`src/rtl/eprom_page_programmer.sv`:
```
// eprom_page_programmer: host-driven EPROM page programming engine.
// Receives 'P' ADDR_HI ADDR_LO LEN DATA... from the UART, buffers one page,
// then programs each byte with a Vpp-sequenced pulse and replies ACK/NAK.
// Optional read-back verify with retries: define VERIFY_EN.
module eprom_page_programmer #(
  parameter int ADDR_W         = 11,
  parameter int PAGE_DEPTH     = 64,
  parameter int VPP_SETTLE_CYC = 5000,
  parameter int SETUP_CYC      = 100,
  parameter int PULSE_CYC      = 2500000,
  parameter int HOLD_CYC       = 100,
  parameter int RX_TIMEOUT_CYC = 50000000,
  parameter int MAX_RETRY      = 3
) (
  input  logic              clk,
  input  logic              rst_n,
  input  logic [7:0]        rx_data,
  input  logic              rx_valid,
  output logic [7:0]        tx_data,
  output logic              tx_valid,
  input  logic              tx_busy,
  output logic [ADDR_W-1:0] ep_addr,
  output logic [7:0]        ep_dout,
  input  logic [7:0]        ep_din,
  output logic              ep_data_oe,
  output logic              ep_oe_n,
  output logic              prog_ce,
  output logic              vpp_en,
  output logic              vcc5_en,
  output logic              busy,
  output logic              err
);
  localparam int IDX_W = (PAGE_DEPTH > 1) ? $clog2(PAGE_DEPTH) : 1;
  localparam logic [7:0] CMD_P = 8'h50;
  localparam logic [7:0] ACK   = 8'h06;
  localparam logic [7:0] NAK   = 8'h15;

  typedef enum logic [3:0] {
    S_IDLE, S_A_HI, S_A_LO, S_LEN, S_LOAD, S_VPP_ON, S_SETUP,
    S_PULSE, S_HOLD, S_VERIFY, S_VPP_OFF, S_RESP, S_RESP2
  } state_t;

  state_t            state_reg, state_next;
  logic [31:0]       cnt_reg, to_cnt_reg;
  logic [15:0]       base_reg;
  logic [7:0]        len_reg, idx_reg, idx_next;
  logic              nak_reg, err_reg;
  logic [ADDR_W-1:0] addr_reg;
  logic [7:0]        dout_reg;
  logic [7:0]        mem [PAGE_DEPTH];

  logic timer_done, rx_expired, last_byte, len_bad;
  logic byte_ok, retry_ok, resp_second, resp_nak;
  logic [7:0] resp2_byte;

  assign timer_done = (cnt_reg == 32'd0);
  assign rx_expired = (to_cnt_reg == 32'd0);
  assign last_byte  = (idx_reg == len_reg);
  assign len_bad    = ({1'b0, rx_data} >= 9'(PAGE_DEPTH));
  assign resp_nak   = nak_reg | resp_second;

`ifdef VERIFY_EN
  logic [7:0] retry_reg, fail_addr_reg;
  logic       vfail_reg;
  assign byte_ok     = (ep_din == dout_reg);
  assign retry_ok    = (retry_reg < 8'(MAX_RETRY));
  assign resp_second = vfail_reg;
  assign resp2_byte  = fail_addr_reg;

  // Retry counting and capture of the address that finally failed verify
  always_ff @(posedge clk or negedge rst_n) begin
    if (!rst_n) begin
      retry_reg     <= '0;
      fail_addr_reg <= '0;
      vfail_reg     <= 1'b0;
    end else begin
      if (state_reg == S_VPP_ON)
        retry_reg <= '0;
      else if (state_reg == S_VERIFY && timer_done)
        retry_reg <= byte_ok ? 8'd0 : retry_reg + 8'd1;
      if (state_reg == S_IDLE)
        vfail_reg <= 1'b0;
      else if (state_reg == S_VERIFY && timer_done && !byte_ok && !retry_ok) begin
        vfail_reg     <= 1'b1;
        fail_addr_reg <= addr_reg[7:0];
      end
    end
  end
`else
  logic unused_verify;
  assign unused_verify = ^{ep_din, 32'(MAX_RETRY)};
  assign byte_ok       = 1'b1;
  assign retry_ok      = 1'b0;
  assign resp_second   = 1'b0;
  assign resp2_byte    = 8'h00;
`endif

  // State register
  always_ff @(posedge clk or negedge rst_n) begin
    if (!rst_n) state_reg <= S_IDLE;
    else        state_reg <= state_next;
  end

  // Next-state logic
  always_comb begin
    state_next = state_reg;
    case (state_reg)
      S_IDLE:    if (rx_valid) state_next = (rx_data == CMD_P) ? S_A_HI : S_RESP;
      S_A_HI:    if (rx_valid) state_next = S_A_LO; else if (rx_expired) state_next = S_RESP;
      S_A_LO:    if (rx_valid) state_next = S_LEN;  else if (rx_expired) state_next = S_RESP;
      S_LEN:     if (rx_valid) state_next = len_bad ? S_RESP : S_LOAD;
                 else if (rx_expired) state_next = S_RESP;
      S_LOAD:    if (rx_valid) begin
                   if (last_byte) state_next = S_VPP_ON;
                 end else if (rx_expired) state_next = S_RESP;
      S_VPP_ON:  if (timer_done) state_next = S_SETUP;
      S_SETUP:   if (timer_done) state_next = S_PULSE;
      S_PULSE:   if (timer_done) state_next = S_HOLD;
      S_HOLD:    if (timer_done) begin
`ifdef VERIFY_EN
                   state_next = S_VERIFY;
`else
                   state_next = last_byte ? S_VPP_OFF : S_SETUP;
`endif
                 end
      S_VERIFY:  if (timer_done) begin
                   if (byte_ok)       state_next = last_byte ? S_VPP_OFF : S_SETUP;
                   else if (retry_ok) state_next = S_SETUP;
                   else               state_next = S_VPP_OFF;
                 end
      S_VPP_OFF: state_next = S_RESP;
      S_RESP:    if (!tx_busy) state_next = resp_second ? S_RESP2 : S_IDLE;
      S_RESP2:   if (!tx_busy) state_next = S_IDLE;
      default:   state_next = S_IDLE;
    endcase
  end

  // Byte index: counts received bytes while loading, then the byte being programmed
  always_comb begin
    idx_next = idx_reg;
    case (state_reg)
      S_IDLE:           idx_next = 8'd0;
      S_LOAD:           if (rx_valid) idx_next = last_byte ? 8'd0 : idx_reg + 8'd1;
      S_HOLD, S_VERIFY: if (state_next == S_SETUP && byte_ok) idx_next = idx_reg + 8'd1;
      default:          idx_next = idx_reg;
    endcase
  end

  // Page buffer write port
  always_ff @(posedge clk) begin
    if (state_reg == S_LOAD && rx_valid) mem[idx_reg[IDX_W-1:0]] <= rx_data;
  end

  // Datapath: timers, command fields, registered address/data to the socket
  always_ff @(posedge clk or negedge rst_n) begin
    if (!rst_n) begin
      cnt_reg    <= '0;
      to_cnt_reg <= '0;
      base_reg   <= '0;
      len_reg    <= '0;
      idx_reg    <= '0;
      nak_reg    <= 1'b0;
      err_reg    <= 1'b0;
      addr_reg   <= '0;
      dout_reg   <= '0;
    end else begin
      idx_reg <= idx_next;
      // addr/data follow idx_next so they change on the same edge as the byte index
      addr_reg <= base_reg[ADDR_W-1:0] + ADDR_W'(idx_next);
      dout_reg <= mem[idx_next[IDX_W-1:0]];

      if (state_next != state_reg) begin
        case (state_next)
          S_VPP_ON: cnt_reg <= 32'(VPP_SETTLE_CYC - 1);
          S_SETUP:  cnt_reg <= 32'(SETUP_CYC - 1);
          S_PULSE:  cnt_reg <= 32'(PULSE_CYC - 1);
          S_HOLD:   cnt_reg <= 32'(HOLD_CYC - 1);
          S_VERIFY: cnt_reg <= 32'd5;
          default:  cnt_reg <= 32'd0;
        endcase
      end else if (cnt_reg != 32'd0) begin
        cnt_reg <= cnt_reg - 32'd1;
      end

      if (rx_valid)                 to_cnt_reg <= 32'(RX_TIMEOUT_CYC - 1);
      else if (to_cnt_reg != 32'd0) to_cnt_reg <= to_cnt_reg - 32'd1;

      if (state_reg == S_A_HI && rx_valid) base_reg[15:8] <= rx_data;
      if (state_reg == S_A_LO && rx_valid) base_reg[7:0]  <= rx_data;
      if (state_reg == S_LEN  && rx_valid) len_reg        <= rx_data;

      if (state_reg == S_IDLE && rx_valid)
        nak_reg <= (rx_data != CMD_P);
      else if (state_next == S_RESP && state_reg inside {S_A_HI, S_A_LO, S_LEN, S_LOAD})
        nak_reg <= 1'b1;

      if (state_reg == S_IDLE && rx_valid && rx_data == CMD_P)
        err_reg <= 1'b0;
      else if (state_reg == S_RESP && !tx_busy && resp_nak)
        err_reg <= 1'b1;
    end
  end

  // Output decode from state
  always_comb begin
    busy       = (state_reg != S_IDLE);
    prog_ce    = (state_reg == S_PULSE);
    vpp_en     = state_reg inside {S_VPP_ON, S_SETUP, S_PULSE, S_HOLD, S_VERIFY};
    ep_data_oe = state_reg inside {S_VPP_ON, S_SETUP, S_PULSE, S_HOLD};
    ep_oe_n    = !(state_reg == S_VERIFY && cnt_reg <= 32'd1);
    tx_valid   = 1'b0;
    tx_data    = 8'h00;
    if (!tx_busy && state_reg == S_RESP) begin
      tx_valid = 1'b1;
      tx_data  = resp_nak ? NAK : ACK;
    end else if (!tx_busy && state_reg == S_RESP2) begin
      tx_valid = 1'b1;
      tx_data  = resp2_byte;
    end
  end

  assign vcc5_en = ~vpp_en;
  assign ep_addr = addr_reg;
  assign ep_dout = dout_reg;
  assign err     = err_reg;
endmodule

```
`config.mk`:
```
export PLATFORM = sky130hd
export DESIGN_NAME = eprom_page_programmer
export DESIGN_NICKNAME = d
export VERILOG_FILES = /design/src/rtl/eprom_page_programmer.sv
export SDC_FILE = /design/constraint.sdc
export NUM_CORES = 1
export LEC_CHECK = 0
export ABC_CLOCK_PERIOD_IN_PS = 6900
export CAP_MARGIN = 5
export CORE_MARGIN = 4
export CORE_UTILIZATION = 52
export CTS_CLUSTER_SIZE = 24
export DETAILED_ROUTE_END_ITERATION = 7
export MAX_ROUTING_LAYER = met4
export PLACE_DENSITY = 0.69
export REMOVE_ABC_BUFFERS = 1
export SKIP_LAST_GASP = 1
export SLEW_MARGIN = 5
export SYNTH_ARGS = -nofsm -noshare
export SYNTH_HDL_FRONTEND = slang
export SYNTH_SLANG_ARGS = --single-unit
```
`constraint.sdc`:
```
create_clock -name clk -period 6.9 [get_ports clk]
set_input_delay 1.035 -clock clk [delete_from_list [all_inputs] [get_ports clk]]
set_output_delay 1.035 -clock clk [all_outputs]
set_load 0.01 [all_outputs]
```
==> flow_summary_export.csv, run 1 <==
group,metric,value,unit
power,power.density,346,nW/um^2
timing,fin_skew,27.3,ps
clock_tree,cts_tree,"built",
hold_path,hold_path.class,"in -> async",
timing,hold_violations,0,
finish,multi_input_area,7960,sq um
finish,nets,2254,
placement,io_buffers,42,
placement,gp_congestion,0.885,
yosys,yosysMostFrequentCell,"edfxtp_1",
yosys,synthesis.instances,2194,
finish,seqCellArea,18300,sq um
yosys,syn-mean-instance-area,12.2,sq um
finish,final_cell_area,30000,sq um
floorplan,coreArea,50600,sq um
global_routing,antenna_found_initial,4,
yosys,synth_seq_cells,628,
floorplan,row_count,82,
route,routed.top_layer,"met4",
timing,slew_viol_final,0,
finish,area_growth,11.8,%
power,ir_drop,333,uV
finish,drive_above_1_share,8.88,%
timing,setup_slack,1240,ps
route,routedWlPerCell,22.4,um
floorplan,ios,55,
timing,worstMarginPinSlew,1140,ps
placement,place_area,27800,sq um
clock_tree,clock_sinks,628,
route,wl_met1,26.9,mm
route,ant_nets,0,
yosys,synth_common_cells,"edfxtp_1 (512), nand2_1 (477), nand3_1 (206), nor2_1 (133), a21oi_1 (128)",
floorplan,initial_utilization,53.0,%
yosys,syn_area,26800,sq um
clock_tree,htree_levels,3,
finish,fill_cells,3956,
yosys,synth_edf_count,512,
worst_setup_path,critPathRequiredTime,7420,ps
yosys,ys_types,75,
global_routing,grt_pass1_vias,17300,
global_routing,track_usage,24.2,%
yosys,netlist_top_cells_area,"edfxtp_1 (57%), dfrtp_1 (11%), nand2_1 (6.7%), nand3_1 (3.8%), a21oi_1 (2.4%)",
placement,pre_cts_ws,794,ps
clock_tree,post-cts-setup-buffer-count,0,
finish,largest_reg_flops,512,
clock_tree,cts_buffer_depth,3,
clock_tree,cts-root-buf,"clkbuf_16",
yosys,synth_seq_area_share,68.2,%
worst_setup_path,startpoint_type,"register",
timing,relSlewSlack,23.6,%
floorplan,dieArea,55200,sq um
global_routing,grt_first_pass_wirelength,101,mm
yosys,synth_area_leader_cell,"edfxtp_1",
run,drv_cap,0,
floorplan,dieHeight,235,um
placement,dpl.hpwl,38.9,mm
clock_tree,clk_pin_slew,60,ps
route,firstDrtPassIters,6,
yosys,ys_async_sr_fraction,18.5,%
timing,rsz0062_at_grt,"no",
timing,setup_tns,0,ps
yosys,ys_warn_count,0,
global_routing,grt.overflow.total,0,
route,drtIter0Drc,2054,
worst_setup_path,worst_ep_arrival_time,6180,ps
route,via_per_inst,5.99,
timing,fmaxAchievable,0.177,GHz
worst_setup_path,crit_type,"reg -> reg",
worst_setup_path,worstSetupEndpointType,"register",
yosys,synth_flop_cell,"edfxtp_1",
route,route.detailed.drc,0,
route,wl_met3,5.66,mm
timing,min_period,5660,ps
clock_tree,insertion_delay,600,ps
route,via_count,17700,
clock_tree,cts_resized,0,
timing,finalSetupViolCount,0,
clock_tree,postCtsHoldBufs,0,
global_routing,grt_max_degree,214,
clock_tree,numCtsBuffers,68,
timing,min_period_over_period,82.0,%
floorplan,die_w,235,um
route,drt-total-wl,66.2,mm
worst_setup_path,cp_max_fo,38,
status,status,"complete, no violations",
route,wl_met2,30.9,mm
power,p_leak,10.9,nW
yosys,synth_top_area_share,57.4,%
power breakdown:
part           internal [mW]  leakage, nW  total (mW)  switching (mW)
Clock                   2.01         1.04        3.47            1.46
Sequential              4.29         6.03        4.48           0.189
Combinational          0.923         3.84        2.42            1.49
Total                   7.23         10.9        10.4            3.15
kinds of logic (layout without fill, tap and decap cells):
kind of cell    Yosys count  in the layout  synth area share (%)
simple gates            993            993                  17.1
other cells               1              7                0.0140
xor+xnor                 71             71                  2.32
mux                      87             87                  3.41
buf+inv                 141            218                  2.19
fa+ha+maj                13             13                 0.635
flops                   628            628                  68.2
compound gates          260            260                  6.09
cell type report:
class | instances | area share [%]
Sequential cell | 628 | 61.0
Multi-Input combinational cell | 1428 | 26.6
Clock buffer | 85 | 6.14
Tap cell | 672 | 2.81
Timing Repair Buffer | 71 | 2.16
Clock inverter | 38 | 0.965
Inverter | 24 | 0.317
Antenna cell | 3 | 0.0251
critical path, cell delays in order (launching register included):
cell and delay (ps):
dfrtp_1 420, or4_4 580, or4_4 540, or3_1 540
o21ai_4 250, and3_1 390, and3_4 310, o21ai_4 70
inv_2 750, ha_1 420, a21oi_1 240, o21bai_1 90
a21oi_1 240, o21bai_1 90, a21oi_1 230, nor2b_1 70
o21ai_0 190, xnor2_1 150
metal layers:
layer / up-vias / GRT usage [%]
met5: - / -
met4: 0 / 9.74
met3: 157 / 5.08
met2: 813 / 37.0
met1: 8649 / 32.1
li1: 8057 / -
path summary, 6_finish.rpt:
path,slack (ps),endpoint,cells after the start,start
setup / recovery,1240,ep_addr[9]$_DFF_PN0_,17,cnt_reg[10]$_DFFE_PN0P_
hold / removal,450,to_cnt_reg[8]$_DFFE_PN0P_,1,rst_n
setup reg to reg,1240,ep_addr[9]$_DFF_PN0_,17,cnt_reg[10]$_DFFE_PN0P_
hold reg to reg,460,ep_addr[10]$_DFF_PN0_,1,base_reg[10]$_DFFE_PN0P_
max in group asynchronous,5080,len_reg[7]$_DFFE_PN0P_,2,rst_n
min in group clk,460,ep_addr[10]$_DFF_PN0_,1,base_reg[10]$_DFFE_PN0P_
per-stage QoR:
stage | instances | util, % | hold slack (ps) | total power [mW]
detailed placement | 2823 | 55.0 | 455 | 6.94
CTS | 2946 | 59.2 | 432 | 10.4
floorplan | 2080 | - | 436 | 6.30
global placement | 2823 | 55.0 | 455 | 6.89
global route | 2949 | 59.2 | 468 | 10.9
finish | 2949 | 59.2 | 450 | 10.4
placed cells by master, fill, tap and decap left out, drive strengths merged, types with 4 or more instances in the layout:
master	synthesis	layout
a22oi	10	10
nor4	34	34
a32oi	16	16
o22ai	6	6
mux2	34	34
dfrtp	116	116
o21ai	36	36
a211oi	9	9
nand2b	7	7
buf	29	38
mux2i	53	53
nor2b	8	8
o21bai	5	5
clkdlybuf4s50	0	33
edfxtp	512	512
a21oi	128	128
o221ai	7	7
nor2	133	133
nand3	206	206
xor2	28	28
nand4	16	16
and2	4	4
nor3b	5	5
clkbuf	88	85
nand2	477	477
xnor2	43	43
clkinv	1	30
or4	31	31
and3	15	15
or3	14	14
ha	12	12
o21a	4	4
nand3b	5	5
nor3	26	26
inv	23	28
conb	1	4
(Power assumes the default switching activity.)
==> inputs of run 2 (changes only) <==
- ABC_CLOCK_PERIOD_IN_PS: 6900 -> 5110
- PLACE_DENSITY: 0.69 -> 0.71
- clock period: 6.9 -> 5.11 ns (I/O delays scaled with it)
==> flow_summary_export.csv, run 2 (same netlist as run 1, synthesis figures left out) <==
group,metric,value,unit
status,status,"complete, no violations",
clock_tree,htree_levels,2,
floorplan,row_count,82,
floorplan,ios,55,
floorplan,dieArea,55200,sq um
finish,fill_cells,3879,
clock_tree,insertion_delay,630,ps
timing,hold_violations,0,
floorplan,initial_utilization,53.0,%
worst_setup_path,crit_type,"reg -> reg",
route,firstDrtPassIters,6,
power,ir_drop,400,uV
floorplan,die_w,235,um
worst_setup_path,worst_ep_arrival_time,5410,ps
global_routing,antenna_found_initial,0,
route,route.detailed.drc,0,
worst_setup_path,r2r_end,"ep_dout[0]$_DFF_PN0_",
finish,final_common_cell,"edfxtp_1",
worst_setup_path,cp_max_fo,46,
timing,fmaxAchievable,0.204,GHz
finish,nets,2318,
finish,area_growth,13.8,%
timing,relSlewSlack,19.4,%
clock_tree,cts-root-buf,"clkbuf_16",
power,p_leak,11.3,nW
clock_tree,clk_pin_slew,60,ps
global_routing,grt_pass1_vias,17300,
route,ant_nets,0,
timing,worstMarginPinSlew,1200,ps
timing,setup_tns,0,ps
clock_tree,clock_sinks,628,
power,power,13.9,mW
finish,final_cell_mix,"edfxtp_1 (512), nand2_1 (476), nand3_1 (206)",
clock_tree,postCtsHoldBufs,0,
worst_setup_path,rr_startpoint,"cnt_reg[10]$_DFFE_PN0P_",
route,drt-total-wl,64.7,mm
finish,largest_reg_flops,512,
worst_setup_path,reg2reg_slack,220,ps
route,via_per_inst,5.90,
worst_setup_path,reg2reg_depth,14,
timing,slew_viol_final,0,
placement,gp_congestion,0.882,
global_routing,grt_first_pass_wirelength,100,mm
placement,pre_cts_ws,-63.3,ps
clock_tree,numCtsBuffers,61,
clock_tree,cts_tree,"built",
finish,final_cell_area,30500,sq um
finish,final_cells,3004,
power,power.density,457,nW/um^2
timing,min_period_over_period,95.8,%
timing,rsz0062_at_grt,"yes",
timing,finalSetupViolCount,0,
finish,final_util,60.3,%
placement,io_buffers,42,
placement,dpl.hpwl,40.0,mm
global_routing,grt.overflow.total,0,
worst_setup_path,startpoint_type,"register",
placement,place_inst,2894,
finish,num_antenna_cells,0,
timing,timing.hold.ws,210,ps
clock_tree,cts_buffer_depth,3,
timing,min_period,4890,ps
placement,place_area,28500,sq um
worst_setup_path,critPathRequiredTime,5620,ps
finish,drive_above_1_share,11.9,%
run,drv_cap,0,
floorplan,coreArea,50600,sq um
route,via_count,17700,
timing,setup_slack,216,ps
hold_path,hold_path.class,"in -> async",
floorplan,dieHeight,235,um
global_routing,track_usage,23.6,%
timing,fin_skew,25.8,ps
global_routing,grt_max_degree,90,
worst_setup_path,worstSetupEndpointType,"register",
route,drtIter0Drc,1617,
route,routedWlPerCell,21.5,um
run 2: cell count changes in the layout (fill, tap and decap cells not counted), moves of 5 or more:
cell,before,now
buf_4,26,86
buf_12,4,15
clkbuf_16,71,63
clkbuf_1,13,8
clkbuf_8,1,6
clkinv_1,16,11
run 2: worst max path at each step:
stage	from	end	slack [ps]	cells past startpoint
2_1_floorplan	to_cnt_reg[21]$_DFFE_PN0P_	ep_addr[10]$_DFF_PN0_	-9620	18
3_3_place_gp	rx_valid	ep_dout[5]$_DFF_PN0_	60	15
3_5_place_dp	rx_valid	ep_dout[5]$_DFF_PN0_	-60	15
4_1_cts	cnt_reg[10]$_DFFE_PN0P_	ep_dout[4]$_DFF_PN0_	20	14
5_1_grt	cnt_reg[10]$_DFFE_PN0P_	ep_dout[5]$_DFF_PN0_	-10	14
6_report	cnt_reg[10]$_DFFE_PN0P_	ep_dout[0]$_DFF_PN0_	220	14
run 2: critical path, stage by stage (launching register included):
cell and delay [ps]:
dfrtp_1 430, or4_4 580, or4_4 530, a2111oi_2 530
a221oi_2 190, o21ai_1 340, and3_4 240, buf_4 130
o21ai_4 70, inv_2 110, buf_12 270, mux2_2 380
a22oi_1 280, o221ai_1 290, nor4_2 350
run 2: area by class of cell:
class | instances | area, sq um | area share (%)
Sequential cell | 628 | 18300 | 59.9
Clock buffer | 77 | 1690 | 5.54
Tap cell | 672 | 841 | 2.76
Clock inverter | 33 | 284 | 0.931
Multi-Input combinational cell | 1428 | 8010 | 26.2
Timing Repair Buffer | 142 | 1320 | 4.31
Inverter | 24 | 95.1 | 0.312
run 2: where the power goes:
| group | leakage, nW | internal, mW | total [mW] | switching (mW) |
|---|---|---|---|---|
| logic | 4.24 | 1.42 | 3.46 | 2.04 |
| registers | 6.03 | 5.79 | 6.06 | 0.268 |
| clock network | 0.984 | 2.57 | 4.42 | 1.85 |
run 2: repair_timing:
| action | in CTS | in global routing |
|---|---|---|
| gates resized for setup | 0 | 9 |
| endpoints found under the setup margin | 0 | 11 |
| setup buffers | 0 | 0 |
run 2: per-layer routing:
| metal | track usage [%] | part of all wire (%) | vias up |
|---|---|---|---|
| met3 | 3.55 | 7.7 | 130 |
| met1 | 32.1 | 41 | 8705 |
| met4 | 7.20 | 3.1 | 0 |
| met2 | 37.5 | 48 | 718 |
| met5 | - | 0 | - |
| li1 | - | - | 8182 |
==> inputs of run 3 (changes only) <==
- ABC_AREA: unset -> 1
- CORE_MARGIN: 4 -> 1.5
==> flow_summary_export.csv, run 3 <==
group,metric,value,unit
yosys,synth_edf_count,512,
global_routing,grt.overflow.total,0,
global_routing,grtUsageMet2,39.5,%
yosys,synth_compound_area_share,2.97,%
global_routing,track_usage,25.4,%
yosys,synth_seq_cells,628,
hold_path,hold_path.class,"reg -> reg",
route,via_per_inst,5.53,
clock_tree,postCtsHoldBufs,1,
route,ant_nets,0,
clock_tree,cts_tree,"built",
worst_setup_path,reg2reg_slack,620,ps
global_routing,grt_util_met1,34.3,%
worst_setup_path,cp_max_fo,12,
clock_tree,post-cts-setup-buffer-count,0,
global_routing,top_usage_layer,"met2",
timing,slew_viol_final,0,
worst_setup_path,worstSetupEndpointType,"register",
finish,area_growth,10.5,%
yosys,syn_area,29400,sq um
global_routing,grt_pass1_vias,19900,
yosys,ys_types,45,
floorplan,dieArea,57900,sq um
power,p_leak,13.2,nW
timing,setup_slack,623,ps
yosys,yosys-mux-area-fraction,0,%
yosys,synth_simple_gate_area_share,24.7,%
placement,gp_congestion,0.869,
clock_tree,cts-root-buf,"clkbuf_16",
global_routing,antenna_found_initial,0,
timing,fin_skew,29.5,ps
yosys,synth_top_family_by_area,"simple AND/OR/NAND/NOR gates",
power,power,22.6,mW
yosys,synthesis.instances,2937,
timing,worstMarginPinSlew,1120,ps
clock_tree,insertion_delay,620,ps
route,routedWlPerCell,18.9,um
yosys,synth_top_area_share,52.4,%
route,drtIter0Drc,1971,
worst_setup_path,critPathRequiredTime,5610,ps
clock_tree,cts_buffer_depth,3,
global_routing,grt_max_degree,225,
finish,nets,2965,
floorplan,die_w,241,um
placement,dpl.hpwl,40.1,mm
finish,final_cells,3733,
worst_setup_path,worst_ep_arrival_time,4990,ps
floorplan,row_count,86,
power,ir_drop,968,uV
worst_setup_path,startpoint_type,"register",
finish,multi_input_area,8730,sq um
floorplan,coreArea,55400,sq um
finish,final_cell_mix,"nand3_1 (563), nand2_1 (512), edfxtp_1 (512)",
route,drt-total-wl,70.4,mm
yosys,synthAdderAreaFrac,0.580,%
placement,io_buffers,42,
power,power.density,698,nW/um^2
yosys,synth_common_cells,"nand3_1 (563), nand2_1 (513), edfxtp_1 (512), inv_1 (411), nor2_1 (201)",
clock_tree,clock_sinks,628,
timing,relSlewSlack,25.5,%
worst_setup_path,crit_type,"reg -> reg",
timing,hold_violations,0,
yosys,yosysMostFrequentCell,"nand3_1",
floorplan,dieHeight,241,um
timing,min_period_over_period,87.8,%
placement,place_inst,3610,
clock_tree,cts_resized,0,
timing,rsz0062_at_grt,"no",
finish,final_cell_area,32400,sq um
finish,largest_reg_flops,512,
finish,fill_cells,4530,
route,route.detailed.drc,0,
route,via_count,20700,
yosys,ys_warn_count,0,
clock_tree,numCtsBuffers,67,
yosys,ys_async_sr_fraction,18.5,%
run,drv_cap,0,
finish,final_util,58.5,%
timing,fmaxAchievable,0.223,GHz
route,firstDrtPassIters,5,
placement,place_area,30300,sq um
yosys,synth_flop_cell,"edfxtp_1",
finish,drive_above_1_share,6.10,%
global_routing,grt_first_pass_wirelength,110,mm
timing,finalSetupViolCount,0,
global_routing,use_met3,3.72,%
yosys,yosys.area_share.xor_xnor,1.28,%
yosys,netlist_top_cells_area,"edfxtp_1 (52%), dfrtp_1 (9.9%), nand3_1 (9.6%), nand2_1 (6.6%), inv_1 (5.3%)",
yosys,synth_seq_area_share,62.3,%
finish,num_antenna_cells,0,
yosys,syn-mean-instance-area,9.99,sq um
clock_tree,htree_levels,3,
clock_tree,clk_pin_slew,60,ps
floorplan,initial_utilization,53.0,%
floorplan,ios,55,
yosys,synth_area_leader_cell,"edfxtp_1",
finish,final_common_cell,"nand3_1",
placement,pre_cts_ws,368,ps
timing,min_period,4490,ps
finish,seqCellArea,18300,sq um
status,status,"complete, no violations",
==> run 3: cell types whose count changed after synthesis, moves of 34 or more <==
cell / before / now
mux2_2: 34 / 0
inv_1: 18 / 411
nand3b_1: 5 / 178
nor2_1: 133 / 201
a21oi_1: 128 / 51
buf_2: 14 / 79
nand2_1: 477 / 513
mux2i_1: 53 / 0
clkbuf_1: 88 / 44
nand3_1: 206 / 563
==> run 3: metrics by stage <==
stage | TNS, ps | hold WS (ps)
2_1_floorplan | -82040 | 446
3_3_place_gp | 0 | 466
3_5_place_dp | 0 | 459
4_1_cts | 0 | 484
5_1_grt | 0 | 513
6_report | 0 | 483
==> run 3: path summary, 6_finish.rpt <==
kind,startpoint,end,cells after the start
max,cnt_reg[0]$_DFFE_PN0P_,ep_addr[9]$_DFF_PN0_,26
min,base_reg[10]$_DFFE_PN0P_,ep_addr[10]$_DFF_PN0_,1
max reg2reg,cnt_reg[0]$_DFFE_PN0P_,ep_addr[9]$_DFF_PN0_,26
min reg2reg,base_reg[10]$_DFFE_PN0P_,ep_addr[10]$_DFF_PN0_,1
max in group asynchronous,rst_n,state_reg[2]$_DFF_PN0_,3
min in group asynchronous,rst_n,base_reg[8]$_DFFE_PN0P_,2
==> run 3: report_power, final <==
part	total, mW	switching [mW]	leakage, nW	internal [mW]
registers	6.18	0.301	6.03	5.88
clock network	4.76	2.04	1.05	2.73
logic	11.7	8.15	6.14	3.53
total	22.6	10.5	13.2	12.1
==> run 3: kinds of logic (layout without fill, tap and decap cells) <==
| group | Yosys count | after routing |
|---|---|---|
| DFF | 628 | 628 |
| AOI/OAI and AO/OA | 151 | 151 |
| xor gates and xnor gates | 43 | 43 |
| other | 1 | 4 |
| adders and majority gates | 13 | 13 |
| buffers and inverters | 580 | 625 |
| and+or+nand+nor | 1521 | 1521 |
==> run 3: layer usage <==
| metal | routed length [um] | vias up |
|---|---|---|
| met1 | 29600 | 9912 |
| met2 | 33500 | 771 |
| met5 | 0 | - |
| met3 | 5280 | 116 |
| li1 | - | 9853 |
| met4 | 2010 | 0 |
==> run 3: worst max-delay path: stages, from the launching register on <==
cell     delay, ps
dfrtp_1        420
inv_1          180
ha_1           240
nand2_2        110
nor2_4         180
nand2_2        110
nor2_4         300
nand2_1        250
nand2_1        130
nor2_2          40
nand2_2         90
nor2_2          60
nand3_2        100
inv_2          120
nand2_1         80
nand3_1         70
a22oi_2        300
ha_1           360
a21oi_1        200
inv_1           60
a31oi_1        230
o21ai_0        180
nand3_1        100
nand2_1         80
a21oi_1        150
nor2_1          70
xor2_1         140
==> run 3: final cells by class <==
type,count,share of cell area (%)
Clock buffer,89,5.58
Clock inverter,33,1.07
Inverter,426,4.93
Multi-Input combinational cell,1732,26.9
Sequential cell,628,56.4
Tap cell,748,2.89
Timing Repair Buffer,77,2.22
